**src/rtl/line_peak_detect_if.sv**
```systemverilog
// rtl/line_peak_detect_if.sv - pixel stream in, per-line peak/saturation report out
interface line_peak_detect_if;
  logic        line_start;
  logic        pixel_valid;
  logic [7:0]  pixel_data;
  logic [7:0]  peak_out;
  logic [10:0] peak_pos;
  logic [10:0] sat_count;
  logic        update;
  logic        line_err;

  modport master (
    output line_start, pixel_valid, pixel_data,
    input  peak_out, peak_pos, sat_count, update, line_err
  );

  modport slave (
    input  line_start, pixel_valid, pixel_data,
    output peak_out, peak_pos, sat_count, update, line_err
  );
endinterface

```
**src/rtl/line_peak_detect.sv**
```systemverilog
// rtl/line_peak_detect.sv - per-line windowed peak value/position and saturation count
module line_peak_detect #(
  parameter int LINE_LEN  = 1024,
  parameter int WIN_START = 16,
  parameter int WIN_END   = 1007,
  parameter int SAT_LEVEL = 250
) (
  input  logic              clk_in,
  input  logic              reset_n,
  line_peak_detect_if.slave bus
);

  localparam logic [10:0] LAST_IDX = 11'(LINE_LEN - 1);
  localparam logic [10:0] WIN_LO   = 11'(WIN_START);
  localparam logic [10:0] WIN_HI   = 11'(WIN_END);
  localparam logic [7:0]  SAT_THR  = 8'(SAT_LEVEL);

  typedef enum logic [1:0] {IDLE, ACCUM, REPORT} state_t;

  state_t      state, state_nxt;
  logic [7:0]  run_max, base_max, acc_max, peak_q;
  logic [10:0] run_pos, base_pos, acc_pos, pos_q;
  logic [10:0] run_sat, base_sat, acc_sat, sat_q;
  logic [10:0] pix_idx, cur_idx;
  logic        restart, accept, in_win, last_pix, err_q;

  // line_start restarts the line in any state, so a coincident pixel is index 0
  always_comb begin
    restart  = bus.line_start;
    base_max = restart ? 8'd0  : run_max;
    base_pos = restart ? 11'd0 : run_pos;
    base_sat = restart ? 11'd0 : run_sat;
    cur_idx  = restart ? 11'd0 : pix_idx;
    accept   = bus.pixel_valid && (restart || state == ACCUM);
    in_win   = (cur_idx >= WIN_LO) && (cur_idx <= WIN_HI);
    acc_max  = base_max;
    acc_pos  = base_pos;
    acc_sat  = base_sat;
    if (accept && in_win) begin
      if (bus.pixel_data > base_max) begin
        acc_max = bus.pixel_data;
        acc_pos = cur_idx;
      end
      if (bus.pixel_data >= SAT_THR) acc_sat = base_sat + 11'd1;
    end
    last_pix = accept && (cur_idx == LAST_IDX);
  end

  always_comb begin
    state_nxt = state;
    case (state)
      IDLE:    if (restart) state_nxt = ACCUM;
      ACCUM:   state_nxt = ACCUM;
      REPORT:  state_nxt = restart ? ACCUM : IDLE;
      default: state_nxt = IDLE;
    endcase
    if (last_pix) state_nxt = REPORT;
  end

  always_ff @(posedge clk_in) begin
    if (!reset_n) begin
      state   <= IDLE;
      run_max <= '0;
      run_pos <= '0;
      run_sat <= '0;
      pix_idx <= '0;
      peak_q  <= '0;
      pos_q   <= '0;
      sat_q   <= '0;
      err_q   <= 1'b0;
    end else begin
      state <= state_nxt;
      err_q <= restart && (state == ACCUM);
      if (restart || accept) begin
        run_max <= acc_max;
        run_pos <= acc_pos;
        run_sat <= acc_sat;
        pix_idx <= accept ? cur_idx + 11'd1 : cur_idx;
      end
      if (last_pix) begin
        peak_q <= acc_max;
        pos_q  <= acc_pos;
        sat_q  <= acc_sat;
      end
    end
  end

  assign bus.peak_out  = peak_q;
  assign bus.peak_pos  = pos_q;
  assign bus.sat_count = sat_q;
  assign bus.update    = (state == REPORT);
  assign bus.line_err  = err_q;

endmodule
```
**src/flat_wrapper.sv**
```systemverilog
// flat-port wrapper written by rule: the top's interface ports become plain ports
module line_peak_detect_flat 
#(
  parameter int LINE_LEN  = 1024,
  parameter int WIN_START = 16,
  parameter int WIN_END   = 1007,
  parameter int SAT_LEVEL = 250
)
  (clk_in, reset_n, bus_line_start, bus_pixel_valid, bus_pixel_data, bus_peak_out, bus_peak_pos, bus_sat_count, bus_update, bus_line_err);
  line_peak_detect_if bus_i ();
  input  logic clk_in;
  input  logic reset_n;
  input wire logic [$bits(bus_i.line_start)-1:0] bus_line_start;
  input wire logic [$bits(bus_i.pixel_valid)-1:0] bus_pixel_valid;
  input wire logic [$bits(bus_i.pixel_data)-1:0] bus_pixel_data;
  output wire logic [$bits(bus_i.peak_out)-1:0] bus_peak_out;
  output wire logic [$bits(bus_i.peak_pos)-1:0] bus_peak_pos;
  output wire logic [$bits(bus_i.sat_count)-1:0] bus_sat_count;
  output wire logic [$bits(bus_i.update)-1:0] bus_update;
  output wire logic [$bits(bus_i.line_err)-1:0] bus_line_err;
  assign bus_i.line_start = bus_line_start;
  assign bus_i.pixel_valid = bus_pixel_valid;
  assign bus_i.pixel_data = bus_pixel_data;
  assign bus_peak_out = bus_i.peak_out;
  assign bus_peak_pos = bus_i.peak_pos;
  assign bus_sat_count = bus_i.sat_count;
  assign bus_update = bus_i.update;
  assign bus_line_err = bus_i.line_err;
  line_peak_detect #(.LINE_LEN(LINE_LEN), .WIN_START(WIN_START), .WIN_END(WIN_END), .SAT_LEVEL(SAT_LEVEL)) u_core (.clk_in(clk_in), .reset_n(reset_n), .bus(bus_i));
endmodule
```
**config.mk**
```make
export PLATFORM = sky130hd
export DESIGN_NAME = line_peak_detect_flat
export DESIGN_NICKNAME = d
export VERILOG_FILES = /design/src/rtl/line_peak_detect_if.sv /design/src/rtl/line_peak_detect.sv /design/src/flat_wrapper.sv
export SDC_FILE = /design/constraint.sdc
export NUM_CORES = 1
export LEC_CHECK = 0
export BUFFER_PORTS_ARGS = -buffer_cell sky130_fd_sc_hd__buf_2
export CORE_MARGIN = 2
export CORE_UTILIZATION = 45
export DETAILED_ROUTE_END_ITERATION = 8
export MAX_ROUTING_LAYER = met4
export SYNTH_ARGS = -nofsm -noshare
export SYNTH_HDL_FRONTEND = slang
export SYNTH_SLANG_ARGS = --single-unit
```
**constraint.sdc**
```tcl
create_clock -name clk_in -period 6 [get_ports clk_in]
set_clock_uncertainty 0.15 [all_clocks]
set_input_delay 0.9 -clock clk_in [delete_from_list [all_inputs] [get_ports clk_in]]
set_output_delay 0.9 -clock clk_in [all_outputs]
set_load 0.01 [all_outputs]
```
### Word-level counts from Yosys, hierarchy flattened

Cells that the tools add are included.

* bits in registers: 74
* output and inout bits: 32
* bits of input ports: 12
* logic and storage cells: 46

* bitwise gates (word level): 1
* add/sub/neg operators: 2
* muxes and demuxes: 15
* equal/unequal tests: 5
* reduce and logical (&&, ||, !) cells: 9
* $lt $le $gt $ge: 4

Operators with widths (count)
* 2-to-1 mux 11 bit: 8
* 2-to-1 mux 8 bit: 3
* adder 11 x 1 -> 11 bit, second input constant: 2
* == test 11 x 10 -> 1 bit, second input constant: 1
* greater-or-equal comparator 11 x 5 -> 1 bit, second input constant: 1
* <= comparator 11 x 10 -> 1 bit, second input constant: 1
* greater-or-equal comparator 8 bit, second input constant: 1
* > comparator 8 bit: 1
* one-hot mux 2 bit (3 select lines): 1
* logical AND 1 bit: 5
* 2-to-1 mux 2 bit: 2
* inequality test 3 x 2 -> 1 bit, second input constant: 1
* == test 2 x 1 -> 1 bit, second input constant: 1
* == test 2 bit, second input constant: 1
* logical NOT 2 bit: 1
* logical OR 1 bit: 2
* inequality test 2 bit, second input constant: 1
* OR reduction 2 bit: 1
* 2-to-1 mux 1 bit: 1
* inverter 1 bit: 1

### Logic depth before layout (Yosys ltp)

Gate-level depths: netlist (run 1).

* word-level depth: 5
* depth in mapped cells: 12

### Worst setup path before layout (run 1)

OpenSTA, ideal clock, no wires.

* path type: input -> register
* from: input port bus_line_start
* to: register u_core.run_max[7]
* path slack: 2.863 ns
* cell stages on the path: 12
* required time: 5.731 ns
* arrival: 2.868 ns
* path through: clkbuf_1 -> clkbuf_1 -> nor2b_1 -> inv_1 -> ha_1 -> nor2b_1 -> o211ai_1 -> a21oi_1 -> o31a_1 -> buf_4 -> buf_6 -> mux2i_1

* cells in the longest elaborated chain, start to end: 5
* elaborated cells on any way between the ends: 12
* classes of those cells: order compare: 3; mux: 4; reduce/logical: 5

RTL lines
* start: declaration: line flat_wrapper.sv:13 `input wire logic [$bits(bus_i.line_start)-1:0] bus_line_start;`
* 2-to-1 mux 11 bit: line line_peak_detect.sv:33 `cur_idx = restart ? 11'd0 : pix_idx;`
* greater-or-equal comparator 11 x 5 -> 1 bit / <= comparator 11 x 10 -> 1 bit (equally long branches): line line_peak_detect.sv:35 `in_win = (cur_idx >= WIN_LO) && (cur_idx <= WIN_HI);`
* logical AND 1 bit: line line_peak_detect.sv:35
* logical AND 1 bit: line line_peak_detect.sv:39 `if (accept && in_win) begin`
* 2-to-1 mux 8 bit: line line_peak_detect.sv:39
* end signal: assignment: line line_peak_detect.sv:75 `run_max <= acc_max;`
* end: declaration: line line_peak_detect.sv:21 `logic [7:0] run_max, base_max, acc_max, peak_q;`

Several ways; a longest one is shown, not always the timed one.
A chain may end at the register's enable or synchronous reset.

### Worst setup path in the final report (run 1)

* from: input port bus_line_start
* to: register u_core.sat_q[4] (netlist: u_core.bus.sat_count[4])

* cells in the longest elaborated chain, start to end: 5
* elaborated cells on any way between the ends: 13
* classes of those cells: add/sub: 1; order compare: 2; eq/ne: 1; mux: 4; reduce/logical: 5

RTL lines
* 2-to-1 mux 11 bit: line line_peak_detect.sv:33
* greater-or-equal comparator 11 x 5 -> 1 bit / <= comparator 11 x 10 -> 1 bit (equally long branches): line line_peak_detect.sv:35
* logical AND 1 bit: line line_peak_detect.sv:35
* logical AND 1 bit: line line_peak_detect.sv:39
* 2-to-1 mux 11 bit: line line_peak_detect.sv:39
* end signal: assignment: line line_peak_detect.sv:83 `sat_q <= acc_sat;`
* end: declaration: line line_peak_detect.sv:23 `logic [10:0] run_sat, base_sat, acc_sat, sat_q;`

Several ways; a longest one is shown, not always the timed one.

==> results.yml, run 1 <==
outcome:
  status: "finished, final reports clean"
min_path:
  holdPathEnd: "u_core.run_pos[10]"
  hp-class: "reg -> reg"
  hold_depth: 2
  worstHoldStart: "u_core.run_pos[10]"
synthesis:
  ys_ff_latch: 74
  synth_fp_nets: 423
  synth_edf_count: 0
  synth_top_area_share_pct: 44.5
  syn_area_per_cell_um2: 8.31
  synth.distinct_cells: 45
  synthFlopType: "dfxtp_1"
  yosysMostFrequentCell: "nand2_1"
  synth.largest_area_cell: "dfxtp_1"
  synth_common_cells: "nand2_1 (95), dfxtp_1 (74), a21oi_1 (35)"
  ys_warn_count: 0
  ys_seq_area_share_pct: 44.5
  netlist_instances: 400
  synthArstFlopShare_pct: 0
  synth_area_leaders: "dfxtp_1 (45%), nand2_1 (11%), mux2i_1 (7.2%)"
  syn_area_um2: 3330
clocking:
  post-cts-setup-buffer-count: 0
  htreeDepth: 3
  numCtsBuffers: 9
  clk_latency_ns: 0.35
  clk_pin_slew_worst_paths_ns: 0.08
  cts_root_buffer: "clkbuf_8"
  cts_buffer_depth: 2
  cts_tree: "built"
  postCtsHoldBufs: 0
  cts_resized: 0
  numClockSinks: 74
finish:
  final_layout_size_suffix_gt1_share_pct: 15.2
  fin_util_pct: 52.3
  nFillCells: 756
  nets: 458
  stdcell_area_um2: 3770
  syn2layout_area_growth_pct: 13.4
  antenna_cells: 0
  final_cells: 539
global_route:
  grt_pass1_wl_mm: 12.4
  antenna_found_initial: 0
  gr-total-overflow: 0
  grtUsageMet1_pct: 24.3
  grt_pass1_vias: 2631
  grt_max_degree: 40
  grt.busiest_layer: "met2"
  grtUsageTotal_pct: 19.5
  grt_util_met2_pct: 31.4
  grt_use_met3_pct: 3.27
floorplanning:
  die_w_um: 90.0
  dieArea_um2: 8090
  num_rows: 31
  pin_count: 44
  start_util_pct: 46.1
  fp.coreArea_um2: 7210
  die_h_um: 90.0
routing:
  routed_wl_mm: 7.39
  ant_nets: 0
  viasPerCell: 5.20
  first_iter_violations: 101
  via_count: 2801
  drt_first_pass_iters: 4
  route.detailed.drc: 0
  routedWlPerCell_um: 13.7
sta:
  max_slew_margin_pct: 20.1
  timing.fmax_ghz: 0.273
  worst_pin_slew_ns: 1.20
  tns_ns: 0
  layout_min_cycle_time_ns: 3.66
  slew_violations: 0
  finalSetupViolCount: 0
  rsz0062_at_grt: "no"
  hold_viol: 0
  fin_crit_sh_pct: 60.9
setup_path:
  max_stage_delay_ns: 0.75
  worstPathMaxFanout: 33
  cp_cell_sequence: "buf_2 > inv_1 > nand2_1 > inv_1 > ha_1 > nand2_1 > nor3_1 > and3b_1 > buf_4 > mux2i_1 > o21ai_0"
  crit_type: "in -> reg"
  worst_r2r_endpoint: "u_core.bus.sat_count[4]"
  r2r_start: "u_core.pix_idx[0]"
  slowest_stage: "and3b_1"
  cp_data_required_time_ns: 6.07
  critical-path-top-delay-family: "simple AND/OR/NAND/NOR gates"
  crit_buf_inv: 4
  r2r_cells: 9
  regToRegSetupSlack_ns: 3.06
  critical_path.startpoint_type: "primary input"
  critical_path_arrival_ns: 3.72
  end_kind: "flop"
power:
  combPwrFrac_pct: 4.1
  p_per_area_nw_per_um2: 234
  power.leakage_nw: 1.42
  swShare_pct: 24.9
  ir_worst_vdd_mv: 0.128
  power_frac_clock_pct: 40.1
  p_int_uw: 664
  pwr-share-seq_pct: 55.8
  power_switching_uw: 220
run:
  maxCapViolations: 0
placed_design:
  dpl.cell_count: 523
  hpwl_mm: 4.95
  place_congestion: 0.839
  place_area_um2: 3590
  portBuffers: 43
[routing by layer]
layer / wire (um) / up-vias / part of all wire (%)
met3: 194 / 10 / 2.6
met4: 128 / 0 / 1.7
li1: - / 1428 / -
met1: 3590 / 1321 / 49
met5: 0 / - / 0
met2: 3480 / 42 / 47
[tightest hold or removal path, stage by stage (launching register included)]
cell	delay, ns
dfxtp_1	0.31
nand2_1	0.05
nor2_1	0.03
[cells by family after synthesis]
| family | share of synthesized area (%) |
|---|---|
| and+or+nand+nor | 25.1 |
| DFF | 44.5 |
| AOI/OAI and AO/OA | 11.8 |
| buffers and inverters | 4.78 |
| muxes | 7.22 |
| adders and majority gates | 4.14 |
| xor gates and xnor gates | 2.37 |
[cells in the final DEF, fill, tap and decap left out, types with 5 or more instances in the layout]
cell type  netlist  routed
a21oi_1         35      35
buf_2            4      43
clkbuf_8         0      10
dfxtp_1         74      74
ha_1            11      11
inv_1           16      16
mux2i_1         24      24
nand2_1         95      95
nand3_1          9       9
nand4_1          9       9
nor2_1          21      20
nor2b_1         19      19
o21ai_0         13      13
or3_1            5       5
xnor2_1          6       6
[how the worst max path moves through the flow]
stage	start	endpoint	slack [ns]	cells past startpoint
after floorplan	bus_line_start	u_core.run_max[7]	2.86	12
after global placement	bus_line_start	u_core.bus.sat_count[4]	2.11	11
after detailed placement	bus_line_start	u_core.bus.sat_count[4]	1.98	11
after CTS	bus_line_start	u_core.run_pos[8]	2.35	10
after global routing	bus_line_start	u_core.bus.sat_count[4]	1.99	11
final	bus_line_start	u_core.bus.sat_count[4]	2.34	11
[layout make-up]
class                           instances  area (um^2)  area share, %
Clock inverter                          6         42.5           1.13
Tap cell                               99          124           3.28
Sequential cell                        74         1480           39.3
Clock buffer                           10          138           3.65
Inverter                               16         60.1           1.59
Timing Repair Buffer                   46          238           6.30
Multi-Input combinational cell        288         1690           44.8
[registers in the layout, summed over array words and instances, names as in the netlist]
signal                cells
u_core.run_max            8
u_core.run_sat           11
u_core.run_pos           11
u_core.bus.peak_out       8
u_core.bus.line_err       1
u_core.bus.sat_count     11
u_core.state              2
u_core.bus.peak_pos      11
u_core.pix_idx           11
[power by group through the flow]
stage / clock [mW] / combinational, mW / sequential, mW
floorplan: 0 / 0.0238 / 0.505
global placement: 0 / 0.0365 / 0.505
detailed placement: 0 / 0.0365 / 0.505
CTS: 0.365 / 0.0367 / 0.493
global route: 0.383 / 0.0411 / 0.494
finish: 0.354 / 0.0364 / 0.493
[through the flow]
stage | hold slack, ns | total power, mW | worst slack, ns
global route | 0.310 | 0.918 | 1.99
detailed placement | 0.270 | 0.541 | 1.98
floorplan | 0.260 | 0.528 | 2.86
finish | 0.282 | 0.884 | 2.34
CTS | 0.283 | 0.895 | 2.35
global placement | 0.269 | 0.541 | 2.11
(Power assumes the default switching activity.)
==> inputs of run 2 (changes only) <==
- clock period: 6 -> 3.4 ns (I/O delays scaled with it)
==> results.yml, run 2 (synthesized netlist as in run 1, its figures left out) <==
setup_path:
  r2r_start: "u_core.pix_idx[0]"
  crit_top_cell: "inv_1"
  regToRegSetupSlack_ns: 1.07
  crit_buf_inv: 4
  critical_path.startpoint_type: "primary input"
  crit_type: "in -> reg"
  worst_r2r_endpoint: "u_core.bus.sat_count[1]"
  r2r_cells: 8
  end_kind: "flop"
  worstPathMaxFanout: 22
  cp_cell_sequence: "buf_2 > inv_1 > nand2_1 > inv_1 > ha_1 > inv_1 > a41o_1 > a211oi_2 > mux2i_1 > a21oi_1"
  slowest_stage: "a211oi_2"
  critical_path_arrival_ns: 2.73
  max_stage_delay_ns: 0.54
  cp_data_required_time_ns: 3.50
  critical-path-top-delay-family: "compound AO/OA/AOI/OAI gates"
placed_design:
  dpl.cell_count: 530
  hpwl_mm: 5.01
  portBuffers: 43
  place_area_um2: 3650
  place_congestion: 0.843
routing:
  first_iter_violations: 109
  via_count: 2831
  route.detailed.drc: 0
  viasPerCell: 5.18
  routedWlPerCell_um: 13.3
  drt_first_pass_iters: 4
  ant_nets: 0
  routed_wl_mm: 7.28
clocking:
  cts_resized: 0
  numClockSinks: 74
  clk_latency_ns: 0.37
  cts_tree: "built"
  htreeDepth: 3
  cts_root_buffer: "clkbuf_8"
  clk_pin_slew_worst_paths_ns: 0.08
  post-cts-setup-buffer-count: 0
  numCtsBuffers: 9
  postCtsHoldBufs: 0
  cts_buffer_depth: 2
sta:
  finalSetupViolCount: 0
  tns_ns: 0
  rsz0062_at_grt: "no"
  slew_violations: 0
  timing.fmax_ghz: 0.380
  max_slew_margin_pct: 62.7
  worst_pin_slew_ns: 0.558
  layout_min_cycle_time_ns: 2.63
  fin_crit_sh_pct: 77.3
  hold_viol: 0
power:
  p_per_area_nw_per_um2: 442
  combPwrFrac_pct: 3.9
  p_int_mw: 1.31
  ir_worst_vdd_mv: 0.203
  power.leakage_nw: 1.47
  power_switching_uw: 406
  pwr-share-seq_pct: 50.8
  power_frac_clock_pct: 45.3
  swShare_pct: 23.7
global_route:
  grtUsageTotal_pct: 20.0
  grt.busiest_layer: "met2"
  grtUsageMet1_pct: 23.8
  grt_max_degree: 40
  grt_util_met2_pct: 33.0
  antenna_found_initial: 0
  gr-total-overflow: 0
  grt_pass1_vias: 2782
  grt_use_met3_pct: 4.95
  grt_pass1_wl_mm: 12.8
floorplanning:
  fp.coreArea_um2: 7210
  start_util_pct: 46.1
  die_h_um: 90.0
  dieArea_um2: 8090
  num_rows: 31
  pin_count: 44
  die_w_um: 90.0
min_path:
  worstHoldStart: "bus_pixel_data[0]"
  holdPathEnd: "u_core.run_max[0]"
  hold_depth: 3
  hp-class: "in -> reg"
finish:
  final_cells: 546
  stdcell_area_um2: 3880
  syn2layout_area_growth_pct: 16.6
  antenna_cells: 0
  nets: 465
  layout_commonest_cell: "nand2_1"
  final_layout_size_suffix_gt1_share_pct: 16.3
  fin_util_pct: 53.8
  final_cell_mix: "nand2_1 (95), dfxtp_1 (74), buf_2 (43), a21oi_1 (35), mux2i_1 (24)"
run:
  maxCapViolations: 0
outcome:
  status: "finished, final reports clean"
## run 2: cell count changes in the layout (fill, tap and decap cells not counted), sizes merged
cell and delta:
buf +7, inv +1, clkbuf -1, bufinv +2
clkinv -2
## run 2: worst reg2reg max path, cell delays in order, from the launching register on
cell and delay (ns):
dfxtp_1 0.39, nand2_1 0.15, inv_1 0.09, ha_1 0.17, inv_1 0.06, a41o_1 0.29, a211oi_2 0.54, mux2i_1 0.29
a21oi_1 0.09
## run 2: area by class of cell
type | instances | area, um^2
fillers | 730 | 3340
inverters | 16 | 60.1
repair buffers | 53 | 303
clock buffers | 9 | 124
well taps | 99 | 124
flip-flops and latches | 74 | 1480
clock inverters | 7 | 101
multi-input cells | 288 | 1690
## run 2: metal layers
metal	wire length, um	share of wire, %
met5	0	0
met4	148	2.0
met3	291	4.0
met2	3510	48
met1	3330	46
## run 2: worst max-delay path by stage
stage              startpoint                       to  slack [ns]  cells after the start
6_report       bus_line_start  u_core.bus.sat_count[1]        0.77                     10
3_3_place_gp   bus_line_start        u_core.run_max[5]        0.55                     11
4_1_cts        bus_line_start  u_core.bus.sat_count[1]        0.78                     10
3_5_place_dp   bus_line_start        u_core.run_sat[5]        0.42                     10
5_1_grt        bus_line_start        u_core.run_pos[5]        0.52                     11
2_1_floorplan  bus_line_start        u_core.run_max[7]        0.65                     12
## run 2: power by group through the flow
stage                     combinational, mW  sequential [mW]  clock, mW
after detailed placement             0.0671            0.891          0
after global placement               0.0667            0.891          0
after CTS                            0.0673            0.871      0.791
after floorplan                      0.0420            0.891          0
final                                0.0666            0.871      0.776
after global routing                 0.0760            0.871      0.830
## run 2: per-stage QoR
stage                     setup slack, ns  hold slack [ns]  total power, mW
final                               0.771            0.248             1.71
after CTS                           0.781            0.243             1.73
after global routing                0.525            0.259             1.78
after floorplan                     0.653            0.260            0.933
after detailed placement            0.418            0.270            0.958
after global placement              0.548            0.267            0.958
==> inputs of run 3 (changes only) <==
- ABC_AREA: unset -> 1
- clock period: 3.4 -> 2.6 ns (I/O delays scaled with it)
==> results.yml, run 3 <==
setup_path:
  crit_start: "u_core.pix_idx[0]"
  r2r_cells: 12
  critical_path_arrival_ns: 2.41
  crit_type: "reg -> reg"
  end_kind: "flop"
  r2r_start: "u_core.pix_idx[0]"
  cp_data_required_time_ns: 2.75
  worst_r2r_endpoint: "u_core.bus.peak_out[3]"
  regToRegSetupSlack_ns: 0.34
  critical_path.startpoint_type: "flop"
  worstPathMaxFanout: 8
synthesis:
  synth_top_area_share_pct: 41.4
  syn_area_per_cell_um2: 6.71
  synthArstFlopShare_pct: 0
  synth_area_leaders: "dfxtp_1 (41%), nand2_1 (20%), nor2_1 (7.3%)"
  synthFlopType: "dfxtp_1"
  synth_fp_nets: 556
  synth.largest_area_cell: "dfxtp_1"
  ys_warn_count: 0
  ys_seq_area_share_pct: 41.4
  ys_ff_latch: 74
  yosysMostFrequentCell: "nand2_1"
  netlist_instances: 533
  syn_area_um2: 3580
  synth_edf_count: 0
  synth_common_cells: "nand2_1 (190), dfxtp_1 (74), nor2_1 (70)"
  synth.distinct_cells: 32
sta:
  finalSetupViolCount: 0
  setup_slack_ns: 0.344
  timing.fmax_ghz: 0.443
  rsz0062_at_grt: "no"
  worst_pin_slew_ns: 0.354
  tns_ns: 0
  fin_crit_sh_pct: 86.8
  layout_min_cycle_time_ns: 2.26
  hold_ws_ns: 0.203
  max_slew_margin_pct: 76.2
  slew_violations: 0
  hold_viol: 0
power:
  ir_worst_vdd_mv: 0.275
  power_frac_clock_pct: 47.4
  combPwrFrac_pct: 4.7
  power_switching_uw: 537
  swShare_pct: 22.6
  p_int_mw: 1.84
  power.leakage_nw: 1.93
  pwr-share-seq_pct: 47.9
  p_per_area_nw_per_um2: 560
floorplanning:
  die_w_um: 93.2
  dieArea_um2: 8680
  pin_count: 44
  start_util_pct: 46.3
  num_rows: 32
  die_h_um: 93.2
  fp.coreArea_um2: 7730
routing:
  routedWlPerCell_um: 12.3
  ant_nets: 0
  viasPerCell: 4.88
  via_count: 3383
  routed_wl_mm: 8.50
  first_iter_violations: 131
  route.detailed.drc: 0
  drt_first_pass_iters: 4
global_route:
  grt_pass1_vias: 3199
  antenna_found_initial: 0
  grt_pass1_wl_mm: 14.8
  gr-total-overflow: 0
  grtUsageTotal_pct: 22.3
  grt_max_degree: 31
placed_design:
  dpl.cell_count: 677
  portBuffers: 43
  place_congestion: 0.859
  hpwl_mm: 6.10
  pre_cts_slack_ns: 0.150
finish:
  final_cell_mix: "nand2_1 (190), dfxtp_1 (74), nor2_1 (70), nand3_1 (46), buf_2 (43)"
  nFillCells: 773
  final_layout_size_suffix_gt1_share_pct: 15.6
  layout_commonest_cell: "nand2_1"
  nets: 609
  final_cells: 693
  syn2layout_area_growth_pct: 18.7
  fin_util_pct: 55.0
  antenna_cells: 0
run:
  maxCapViolations: 0
min_path:
  worstHoldStart: "reset_n"
  hold_depth: 3
  holdPathEnd: "u_core.pix_idx[3]"
  hp-class: "in -> reg"
clocking:
  numCtsBuffers: 9
  cts_buffer_depth: 2
  clk_pin_slew_worst_paths_ns: 0.08
  numClockSinks: 74
  cts_tree: "built"
  cts_root_buffer: "clkbuf_8"
  htreeDepth: 3
  post-cts-setup-buffer-count: 0
  clk_latency_ns: 0.35
  cts_resized: 0
  postCtsHoldBufs: 0
outcome:
  status: "finished, final reports clean"
[run 3: power groups by stage]
stage | Clock, mW | Sequential, mW | Combinational [mW]
after global routing | 1.20 | 1.14 | 0.128
after detailed placement | 0 | 1.17 | 0.112
after floorplan | 0 | 1.16 | 0.0681
after global placement | 0 | 1.17 | 0.112
after CTS | 1.15 | 1.14 | 0.113
final | 1.13 | 1.14 | 0.112
[run 3: layer usage]
metal  part of all wire, %  track usage [%]
met2                    49             36.5
met3                   4.2             3.71
met4                   1.8             8.82
met1                    45             27.6
met5                     0                -
[run 3: worst max-delay path by stage]
stage,end,slack (ns),cells after the start
6_report,u_core.bus.peak_out[3],0.34,12
3_3_place_gp,u_core.bus.peak_out[3],0.12,12
5_1_grt,u_core.bus.sat_count[6],0.12,12
2_1_floorplan,u_core.bus.peak_out[7],0.11,16
3_5_place_dp,u_core.bus.sat_count[10],0.15,15
4_1_cts,u_core.bus.peak_out[3],0.33,12
[run 3: cell families (layout without fill, tap and decap cells)]
kind of cell / count (synthesis) / count (layout) / share of synthesized area, %
compound gates: 50 / 50 / 7.56
xor+xnor: 2 / 2 / 0.490
fa+ha+maj: 11 / 11 / 3.85
buf+inv: 67 / 125 / 8.39
flops: 74 / 74 / 41.4
simple gates: 329 / 329 / 38.3
[run 3: area by class of cell]
class                   instances  area [um^2]  share of cell area [%]
well taps                     102          128                    3.01
multi-input cells             392         1800                    42.3
repair buffers                 64          423                    9.96
clock buffers                  10          138                    3.24
inverters                      45          169                    3.98
flip-flops and latches         74         1480                    34.9
clock inverters                 6          113                    2.65
[run 3: through the flow]
step / instance area [um^2] / total power, mW
finish: 4250 / 2.38
global placement: 4000 / 1.28
CTS: 4250 / 2.40
floorplan: 3580 / 1.23
global route: 4250 / 2.47
detailed placement: 4000 / 1.28
[run 3: worst max-delay path, stage by stage, from the launching register on]
cell,delay [ns]
dfxtp_1,0.34
inv_1,0.05
nor2_1,0.16
ha_1,0.27
nand3_1,0.10
nor2_1,0.13
nand2_1,0.06
nand3_1,0.08
nand2_1,0.17
buf_4,0.22
o21ai_0,0.29
nand3_1,0.11
nand2_1,0.07
